`src/rtl/decode_queue_if.sv`:
```
// Shared decoded-instruction types and the fetch/issue bus for decode_queue.
// The package lives beside the interface because both ports and storage use it.
package decode_queue_pkg;

   typedef enum logic [4:0] {
      OP_SLL, OP_SRL, OP_SRA, OP_JR, OP_ADDU, OP_SUBU, OP_AND, OP_OR,
      OP_XOR, OP_NOR, OP_SLT, OP_SLTU, OP_J, OP_JAL, OP_BEQ, OP_BNE,
      OP_ADDIU, OP_SLTI, OP_SLTIU, OP_ANDI, OP_ORI, OP_XORI, OP_LUI,
      OP_LW, OP_SW, OP_RESERVED
   } op_t;

   typedef struct packed {
      logic branch;
      logic jump;
      logic reg_write;
      logic mem_read;
      logic mem_write;
      logic alu_imm;
   } ctl_t;

   // target: branch/jump destination, or pc+4 (link address) otherwise.
   typedef struct packed {
      op_t         op;
      logic [4:0]  rs;
      logic [4:0]  rt;
      logic [4:0]  rd;
      logic [4:0]  shamt;
      logic [31:0] imm;
      logic [31:0] target;
      ctl_t        ctl;
      logic        exception_ri;
   } decoded_instr_t;

endpackage

// Handshakes on this bus:
//   fetch side: a bundle transfers on a clock edge where in_valid & in_ready & !flush;
//   in_valid may be held while in_ready is low and nothing is written.
//   issue side: out_valid is a prefix of lanes that may be taken this cycle;
//   out_accept lanes (oldest first) are consumed at the edge and never exceed the valid prefix.
interface decode_queue_if #(
   parameter int FETCH_WIDTH = 2,
   parameter int ISSUE_WIDTH = 2,
   parameter int DEPTH       = 8
);
   localparam int DW = $bits(decode_queue_pkg::decoded_instr_t);

   logic                               flush;
   logic                               in_valid;
   logic                               in_ready;
   logic [FETCH_WIDTH-1:0]             in_mask;
   logic [FETCH_WIDTH*32-1:0]          in_instr;
   logic [FETCH_WIDTH*32-1:0]          in_pc;
   logic [ISSUE_WIDTH-1:0]             out_valid;
   logic [ISSUE_WIDTH*DW-1:0]          out_instr;
   logic [ISSUE_WIDTH*32-1:0]          out_pc;
   logic [$clog2(ISSUE_WIDTH+1)-1:0]   out_accept;
   logic [$clog2(DEPTH+1)-1:0]         count;

   modport master (
      output flush, in_valid, in_mask, in_instr, in_pc, out_accept,
      input  in_ready, out_valid, out_instr, out_pc, count
   );

   modport slave (
      input  flush, in_valid, in_mask, in_instr, in_pc, out_accept,
      output in_ready, out_valid, out_instr, out_pc, count
   );
endinterface

```
`src/rtl/decode_queue.sv`:
```
// Multi-lane MIPS decode queue: decodes up to FETCH_WIDTH instructions per cycle
// into a circular buffer and presents up to ISSUE_WIDTH oldest entries to issue,
// never exposing a branch/jump without its delay slot in the same window.
// The interface instance must be built with the same three parameters.
module decode_queue
   import decode_queue_pkg::*;
#(
   parameter int FETCH_WIDTH = 2,
   parameter int ISSUE_WIDTH = 2,
   parameter int DEPTH       = 8
) (
   input logic            clk,
   input logic            resetn,
   decode_queue_if.slave  bus
);

   localparam int PTR_W = $clog2(DEPTH);
   localparam int CNT_W = $clog2(DEPTH + 1);
   localparam int ACC_W = $clog2(ISSUE_WIDTH + 1);
   localparam int DW    = $bits(decoded_instr_t);

   decoded_instr_t           mem_instr [DEPTH];
   logic [31:0]              mem_pc    [DEPTH];
   logic [PTR_W-1:0]         head;
   logic [PTR_W-1:0]         tail;
   logic [CNT_W-1:0]         count_q;
   logic [CNT_W-1:0]         count_next;
   logic [CNT_W-1:0]         enq_cnt;
   logic [CNT_W-1:0]         free_slots;
   logic                     enq_fire;
   logic                     mask_contig;
   logic [FETCH_WIDTH:0]     mask_ext;
   decoded_instr_t           lane_dec  [FETCH_WIDTH];
   logic [ISSUE_WIDTH:0]     raw_v;
   logic [ISSUE_WIDTH-1:0]   issue_v;
   logic [ACC_W-1:0]         issue_cnt;
   logic                     hold;
   logic [PTR_W-1:0]         win_idx;

   // Single-instruction MIPS decoder; unknown opcodes/functs become OP_RESERVED with exception_ri.
   function automatic decoded_instr_t decode_mips(input logic [31:0] instr,
                                                  input logic [31:0] pcplus4);
      decoded_instr_t d;
      logic [31:0]    sext;
      logic [31:0]    zext;
      sext           = {{16{instr[15]}}, instr[15:0]};
      zext           = {16'h0000, instr[15:0]};
      d              = '0;
      d.op           = OP_RESERVED;
      d.rs           = instr[25:21];
      d.rt           = instr[20:16];
      d.rd           = instr[15:11];
      d.shamt        = instr[10:6];
      d.imm          = sext;
      d.target       = pcplus4;
      case (instr[31:26])
         6'h00: begin
            d.ctl.reg_write = 1'b1;
            case (instr[5:0])
               6'h00: d.op = OP_SLL;
               6'h02: d.op = OP_SRL;
               6'h03: d.op = OP_SRA;
               6'h08: begin
                  d.op            = OP_JR;
                  d.ctl.jump      = 1'b1;
                  d.ctl.reg_write = 1'b0;
               end
               6'h21: d.op = OP_ADDU;
               6'h23: d.op = OP_SUBU;
               6'h24: d.op = OP_AND;
               6'h25: d.op = OP_OR;
               6'h26: d.op = OP_XOR;
               6'h27: d.op = OP_NOR;
               6'h2A: d.op = OP_SLT;
               6'h2B: d.op = OP_SLTU;
               default: d.op = OP_RESERVED;
            endcase
         end
         6'h02: begin
            d.op       = OP_J;
            d.ctl.jump = 1'b1;
            d.target   = {pcplus4[31:28], instr[25:0], 2'b00};
         end
         6'h03: begin
            d.op            = OP_JAL;
            d.ctl.jump      = 1'b1;
            d.ctl.reg_write = 1'b1;
            d.rd            = 5'd31;
            d.target        = {pcplus4[31:28], instr[25:0], 2'b00};
         end
         6'h04, 6'h05: begin
            d.op         = (instr[26]) ? OP_BNE : OP_BEQ;
            d.ctl.branch = 1'b1;
            d.target     = pcplus4 + {sext[29:0], 2'b00};
         end
         6'h09: begin d.op = OP_ADDIU; d.ctl.reg_write = 1'b1; d.ctl.alu_imm = 1'b1; end
         6'h0A: begin d.op = OP_SLTI;  d.ctl.reg_write = 1'b1; d.ctl.alu_imm = 1'b1; end
         6'h0B: begin d.op = OP_SLTIU; d.ctl.reg_write = 1'b1; d.ctl.alu_imm = 1'b1; end
         6'h0C: begin d.op = OP_ANDI;  d.ctl.reg_write = 1'b1; d.ctl.alu_imm = 1'b1; d.imm = zext; end
         6'h0D: begin d.op = OP_ORI;   d.ctl.reg_write = 1'b1; d.ctl.alu_imm = 1'b1; d.imm = zext; end
         6'h0E: begin d.op = OP_XORI;  d.ctl.reg_write = 1'b1; d.ctl.alu_imm = 1'b1; d.imm = zext; end
         6'h0F: begin
            d.op            = OP_LUI;
            d.ctl.reg_write = 1'b1;
            d.ctl.alu_imm   = 1'b1;
            d.imm           = {instr[15:0], 16'h0000};
         end
         6'h23: begin
            d.op            = OP_LW;
            d.ctl.reg_write = 1'b1;
            d.ctl.mem_read  = 1'b1;
            d.ctl.alu_imm   = 1'b1;
         end
         6'h2B: begin
            d.op            = OP_SW;
            d.ctl.mem_write = 1'b1;
            d.ctl.alu_imm   = 1'b1;
         end
         default: d.op = OP_RESERVED;
      endcase
      if (d.op == OP_RESERVED) begin
         d.ctl          = '0;
         d.exception_ri = 1'b1;
      end
      return d;
   endfunction

   // One decoder per fetch lane, each fed with its own pc+4.
   always_comb begin
      for (int l = 0; l < FETCH_WIDTH; l++) begin
         lane_dec[l] = decode_mips(bus.in_instr[l*32 +: 32], bus.in_pc[l*32 +: 32] + 32'd4);
      end
   end

   // Enqueue control: readiness uses only the registered count, so same-cycle dequeues are not credited.
   always_comb begin
      enq_cnt = '0;
      for (int l = 0; l < FETCH_WIDTH; l++) begin
         enq_cnt = enq_cnt + CNT_W'(bus.in_mask[l]);
      end
      mask_ext     = {1'b0, bus.in_mask};
      mask_contig  = ((mask_ext & (mask_ext + 1'b1)) == '0);
      free_slots   = CNT_W'(DEPTH) - count_q;
      bus.in_ready = resetn && (free_slots >= CNT_W'(FETCH_WIDTH));
      enq_fire     = bus.in_valid && bus.in_ready && !bus.flush;
      count_next   = count_q + (enq_fire ? enq_cnt : '0) - CNT_W'(bus.out_accept);
   end

   // Pointer and occupancy registers; flush overrides any enqueue or dequeue in the same cycle.
   always_ff @(posedge clk) begin
      if (!resetn) begin
         head    <= '0;
         tail    <= '0;
         count_q <= '0;
      end else if (bus.flush) begin
         head    <= '0;
         tail    <= '0;
         count_q <= '0;
      end else begin
         if (enq_fire) begin
            tail <= tail + PTR_W'(enq_cnt);
         end
         head    <= head + PTR_W'(bus.out_accept);
         count_q <= count_next;
      end
   end

   // Entry storage: lane l of a prefix-contiguous bundle lands at tail+l, wrapping naturally.
   always_ff @(posedge clk) begin
      if (enq_fire) begin
         for (int l = 0; l < FETCH_WIDTH; l++) begin
            if (bus.in_mask[l]) begin
               mem_instr[tail + PTR_W'(l)] <= lane_dec[l];
               mem_pc[tail + PTR_W'(l)]    <= bus.in_pc[l*32 +: 32];
            end
         end
      end
   end

   // Issue window: oldest entries in lane order, truncated at a branch whose delay slot is not yet visible.
   always_comb begin
      bus.out_instr = '0;
      bus.out_pc    = '0;
      raw_v         = '0;
      issue_v       = '0;
      issue_cnt     = '0;
      hold          = 1'b0;
      win_idx       = '0;
      for (int i = 0; i < ISSUE_WIDTH; i++) begin
         raw_v[i] = (CNT_W'(i) < count_q);
      end
      for (int i = 0; i < ISSUE_WIDTH; i++) begin
         win_idx                    = head + PTR_W'(i);
         bus.out_instr[i*DW +: DW]  = mem_instr[win_idx];
         bus.out_pc[i*32 +: 32]     = mem_pc[win_idx];
         // With a single issue lane the issue stage pairs branch and slot itself.
         if (ISSUE_WIDTH > 1 && raw_v[i] && !raw_v[i+1] &&
             (mem_instr[win_idx].ctl.branch || mem_instr[win_idx].ctl.jump)) begin
            hold = 1'b1;
         end
         issue_v[i] = raw_v[i] && !hold;
         issue_cnt  = issue_cnt + ACC_W'(issue_v[i]);
      end
      bus.out_valid = issue_v;
      bus.count     = count_q;
   end

   // Protocol and invariant checks.
   assert property (@(posedge clk) disable iff (!resetn) bus.in_valid |-> mask_contig);
   assert property (@(posedge clk) disable iff (!resetn) enq_fire |-> (enq_cnt <= free_slots));
   assert property (@(posedge clk) disable iff (!resetn) bus.out_accept <= issue_cnt);
   assert property (@(posedge clk) disable iff (!resetn) count_q <= CNT_W'(DEPTH));

endmodule

```
`src/flat_wrapper.sv`:
```
// flat-port wrapper written by rule: the top's interface ports become plain ports
module decode_queue_flat import decode_queue_pkg::*;
#(
   parameter int FETCH_WIDTH = 2,
   parameter int ISSUE_WIDTH = 2,
   parameter int DEPTH       = 8
)
  (clk, resetn, bus_flush, bus_in_valid, bus_in_mask, bus_in_instr, bus_in_pc, bus_out_accept, bus_in_ready, bus_out_valid, bus_out_instr, bus_out_pc, bus_count);
  decode_queue_if #(.FETCH_WIDTH(FETCH_WIDTH), .ISSUE_WIDTH(ISSUE_WIDTH), .DEPTH(DEPTH)) bus_i ();
  input logic clk;
  input logic resetn;
  input wire logic [$bits(bus_i.flush)-1:0] bus_flush;
  input wire logic [$bits(bus_i.in_valid)-1:0] bus_in_valid;
  input wire logic [$bits(bus_i.in_mask)-1:0] bus_in_mask;
  input wire logic [$bits(bus_i.in_instr)-1:0] bus_in_instr;
  input wire logic [$bits(bus_i.in_pc)-1:0] bus_in_pc;
  input wire logic [$bits(bus_i.out_accept)-1:0] bus_out_accept;
  output wire logic [$bits(bus_i.in_ready)-1:0] bus_in_ready;
  output wire logic [$bits(bus_i.out_valid)-1:0] bus_out_valid;
  output wire logic [$bits(bus_i.out_instr)-1:0] bus_out_instr;
  output wire logic [$bits(bus_i.out_pc)-1:0] bus_out_pc;
  output wire logic [$bits(bus_i.count)-1:0] bus_count;
  assign bus_i.flush = bus_flush;
  assign bus_i.in_valid = bus_in_valid;
  assign bus_i.in_mask = bus_in_mask;
  assign bus_i.in_instr = bus_in_instr;
  assign bus_i.in_pc = bus_in_pc;
  assign bus_i.out_accept = bus_out_accept;
  assign bus_in_ready = bus_i.in_ready;
  assign bus_out_valid = bus_i.out_valid;
  assign bus_out_instr = bus_i.out_instr;
  assign bus_out_pc = bus_i.out_pc;
  assign bus_count = bus_i.count;
  decode_queue #(.FETCH_WIDTH(FETCH_WIDTH), .ISSUE_WIDTH(ISSUE_WIDTH), .DEPTH(DEPTH)) u_core (.clk(clk), .resetn(resetn), .bus(bus_i));
endmodule
```
`config.mk`:
```
export PLATFORM = sky130hd
export DESIGN_NAME = decode_queue_flat
export DESIGN_NICKNAME = d
export VERILOG_FILES = /design/src/rtl/decode_queue_if.sv /design/src/rtl/decode_queue.sv /design/src/flat_wrapper.sv
export SDC_FILE = /design/constraint.sdc
export NUM_CORES = 2
export LEC_CHECK = 0
export CAP_MARGIN = 10
export CELL_PAD_IN_SITES_DETAIL_PLACEMENT = 0
export CELL_PAD_IN_SITES_GLOBAL_PLACEMENT = 1
export CORE_ASPECT_RATIO = 1.2
export CORE_MARGIN = 3
export CORE_UTILIZATION = 40
export CTS_CLUSTER_DIAMETER = 60
export DETAILED_ROUTE_END_ITERATION = 7
export PLACE_DENSITY_LB_ADDON = 0.1
export SLEW_MARGIN = 20
export SYNTH_ARGS = -nofsm -noshare
export SYNTH_HDL_FRONTEND = slang
export SYNTH_SLANG_ARGS = --single-unit
```
`constraint.sdc`:
```
create_clock -name clk -period 14.2 [get_ports clk]
set_input_delay 2.13 -clock clk [delete_from_list [all_inputs] [get_ports clk]]
set_output_delay 2.13 -clock clk [all_outputs]
set_load 0.03 [all_outputs]
```
==> results by group <==
Synthesis
  – Share of the synthesized area in the top cell type: 0.473
  – Simple-gate portion of the synthesized area: 0.123
  – Cell taking the most area after synthesis: edfxtp_1
  – Synth Instances: between 5000 and 6000
  – Post-synthesis cell type count: between 90 and 100
  – Yosys warns: 0
  – Sequential fraction of the synthesis area: 0.476
  – Most frequent cells after synthesis: nand2_1 (1335), edfxtp_1 (1024), mux4_2 (512)
  – Asr flop ratio synth: 0
  – Avg Cell Area, Syn: between 10 and 15 µm²
  – Register bit total from synthesis: between 1000 and 1500
  – Post-synthesis adder-cell area fraction: 0.0180
  – Complex-gate fraction of the synthesized area: 0.0749
  – Post-Synth XOR/XNOR Area: 0.0157
  – Synthesized cell area: 0.0651 mm²
  – Number of synthesized flops with an enable pin: between 1000 and 1500
  – Multiplexer share of the synthesized area: 0.255
  – Largest family of logic cells by synthesized area: multiplexers
  – Post-synth top flop: edfxtp_1
  – Synth area leaders: edfxtp_1 (47%), mux4_2 (18%), nand2_1 (7.7%), mux2_2 (4.4%), mux2i_1 (3.2%)
  – Most frequent cell after synthesis: nand2_1
  – Syn Nets: about 5800

Pwr
  – Pleak: ~0.027 µW
  – Combinational share of power: 0.191
  – Pwr dens: 107 mW/mm²
  – Sw power: ~2300 µW
  – Tot Pwr: 7990 µW
  – Int Pwr: ~5700 µW
  – Max VDD drop: 0.0990 mV
  – Sequential share of power: 0.428
  – Clk network pwr share: 0.381
  – Sw Ratio: 0.282

Critical path
  – Crit Path Class: reg -> out
  – Worst Setup Start Kind: flip-flop
  – Crit path required time: 12.07 ns
  – RR Startpoint: u_core.bus.count[1]$_SDFF_PP0_
  – Critical path fanouts, max: just under 90
  – Critical Path End Type: output pin
  – Worst EP arrival: 6.46 ns
  – RR Endpoint: u_core.mem_instr[4][20]$_DFFE_PP_
  – Worst R2R Setup Slack: roughly 8.3 ns
  – FF-to-FF path depth: 12

STA
  – Clk_skew: about 0.031 ns
  – Peak Freq: about 120 MHz
  – Hold Fails Final Rpt: 0
  – Min cycle time layout: between 8 and 9 ns
  – Worst-margin pin slew: around 1.1 ns
  – Worst setup margin: approximately 5.6 ns
  – Slew headroom: 0.235
  – Final setup fails: 0
  – Final Cycle Share: 0.605
  – Max-slew violations: 0
  – RSZ-0062 raised after global routing: false
  – Setup_tns: 0 ns

Clock tree
  – Worst-path clk slew: 0.06 ns
  – Clock Path Buffers: 3
  – Worst skew pair latency: about 0.77 ns
  – Cts hold-fix bufs: 0
  – TritonCTS clock tree: built
  – Postcts setup bufs: 0
  – TritonCTS Buffers: 116
  – CTS H-tree lvls: 3
  – Clk sinks: between 1000 and 1500
  – CTS root buf: clkbuf_16
  – Post_cts resized: 0

Detailed routing
  – Vias: 48200
  – TritonRoute pass-1 iters: 6
  – Vias/cell: 6.07
  – DRT antenna net count: 0
  – DR DRC count: 0
  – Total Routed Length: 254 mm
  – 1st-iter DRT viols: ~5300
  – WL/cell: 32.0 µm

Layout
  – Area growth syn-to-layout: 14.7%
  – NumNets Final: between 5000 and 6000
  – Layout cells sized above 1: 0.203

Floorplanning
  – Area of the die: ~0.17 mm²
  – Ports: 399
  – Core Box Area: about 0.16 mm²
  – Row Count: approximately 160
  – Initial Util: 0.404
  – Die width: roughly 370 µm
  – Die Ht: roughly 450 µm

Outcome
  – Status: complete, no violations

GRT
  – Number of global-route vias before repair: between 40000 and 50000
  – Total GRT Usage: 0.298
  – First-pass GRT wire length: 357 mm
  – GRT Residual Overflow: 0
  – Largest net degree at the start of global routing: roughly 130
  – Initial antenna violation count: 31

Hold path
  – Hold path endpoint: u_core.tail[2]$_SDFFE_PP0N_
  – Min-delay src: u_core.tail[2]$_SDFFE_PP0N_
  – Hold Path Stages: 2
  – Hold Path Class: reg -> reg

Placement
  – HPWL Detailed: about 160 mm
  – Port bufs: 398
  – Worst slack, placed: between 6 and 7 ns
  – Final GP Congestion: 0.901

Job
  – MaxCap Viol Count: 0
metrics by stage:
stage	std cells	utilization	hold WS, ns	cell area, µm²
after floorplan	5577	-	0.542	65100
after global placement	7704	0.440	0.601	70800
after detailed placement	7705	0.440	0.601	70800
after CTS	7925	0.463	0.619	74600
after global routing	7928	0.463	0.672	74600
final	7945	0.464	0.624	74600
area by class of cell:
class                   instances  area [µm²]
flip-flops and latches       1034       31000
clock inverters                78         737
diodes                         19        47.5
repair buffers                530        5110
inverters                      51         191
clock buffers                 142        3020
multi-input cells            3972       31900
well taps                    2119        2650
fillers                     14600       86300
state kept, by name, summed over array words and instances, names as in the netlist:
register          count
u_core.mem_instr    768
u_core.head           3
u_core.bus.count      4
u_core.tail           3
u_core.mem_pc       256
critical path: stages, from the launching register on:
cell and delay (ns):
dfxtp_4 1.03, ha_4 0.83, buf_12 0.69, buf_4 0.86, mux4_2 0.59, mux2_2 0.31
a211oi_1 0.45, clkdlybuf4s50_1 0.77
per-layer routing:
metal / part of all wire / track usage / vias to the layer above
met5: 0.00063 / 0 / -
met1: 0.39 / 0.374 / 24700
met2: 0.49 / 0.514 / 2120
met4: 0.039 / 0.113 / 24
met3: 0.074 / 0.0526 / 393
li1: - / - / 21000
cells by family (layout without fill, tap and decap cells):
logic type / after synthesis / count (layout)
AOI/OAI and AO/OA: 818 / 818
xor gates and xnor gates: 116 / 116
adders and majority gates: 90 / 90
buffers and inverters: 571 / 801
DFF: 1034 / 1034
muxes: 983 / 983
other: 0 / 19
and+or+nand+nor: 1965 / 1965
power groups by stage:
stage	registers, µW	logic (µW)	clock network (µW)
floorplan	3490	978	0
global placement	3480	1520	0
detailed placement	3490	1520	0
CTS	3420	1530	3090
global route	3420	1620	3200
finish	3420	1520	3050
cell usage in the layout, fill, tap and decap left out, types with 40 or more instances in the layout:
master,n
inv_1,50
buf_4,120
mux2i_1,211
a21o_1,47
mux4_2,512
mux2_2,256
nand2_1,1331
a21oi_1,339
nand3_1,60
nor2_1,378
ha_1,83
clkdlybuf4s50_1,396
xor2_1,40
xnor2_1,74
edfxtp_1,1024
o21ai_0,251
clkbuf_16,116
worst max-delay path by stage:
stage,startpoint,end,slack (ns),cells after the start
final,u_core.head[0]$_SDFF_PP0_,bus_out_valid[1],5.61,7
after CTS,u_core.head[0]$_SDFF_PP0_,bus_out_valid[1],5.39,7
after detailed placement,u_core.head[0]$_SDFF_PP0_,bus_out_valid[1],6.24,7
after global routing,u_core.head[0]$_SDFF_PP0_,bus_out_valid[1],5.21,7
after floorplan,bus_flush,u_core.mem_instr[4][0]$_DFFE_PP_,1.36,4
after global placement,u_core.head[0]$_SDFF_PP0_,bus_out_valid[1],6.25,7
No activity file was read; power rests on OpenSTA's default activity.
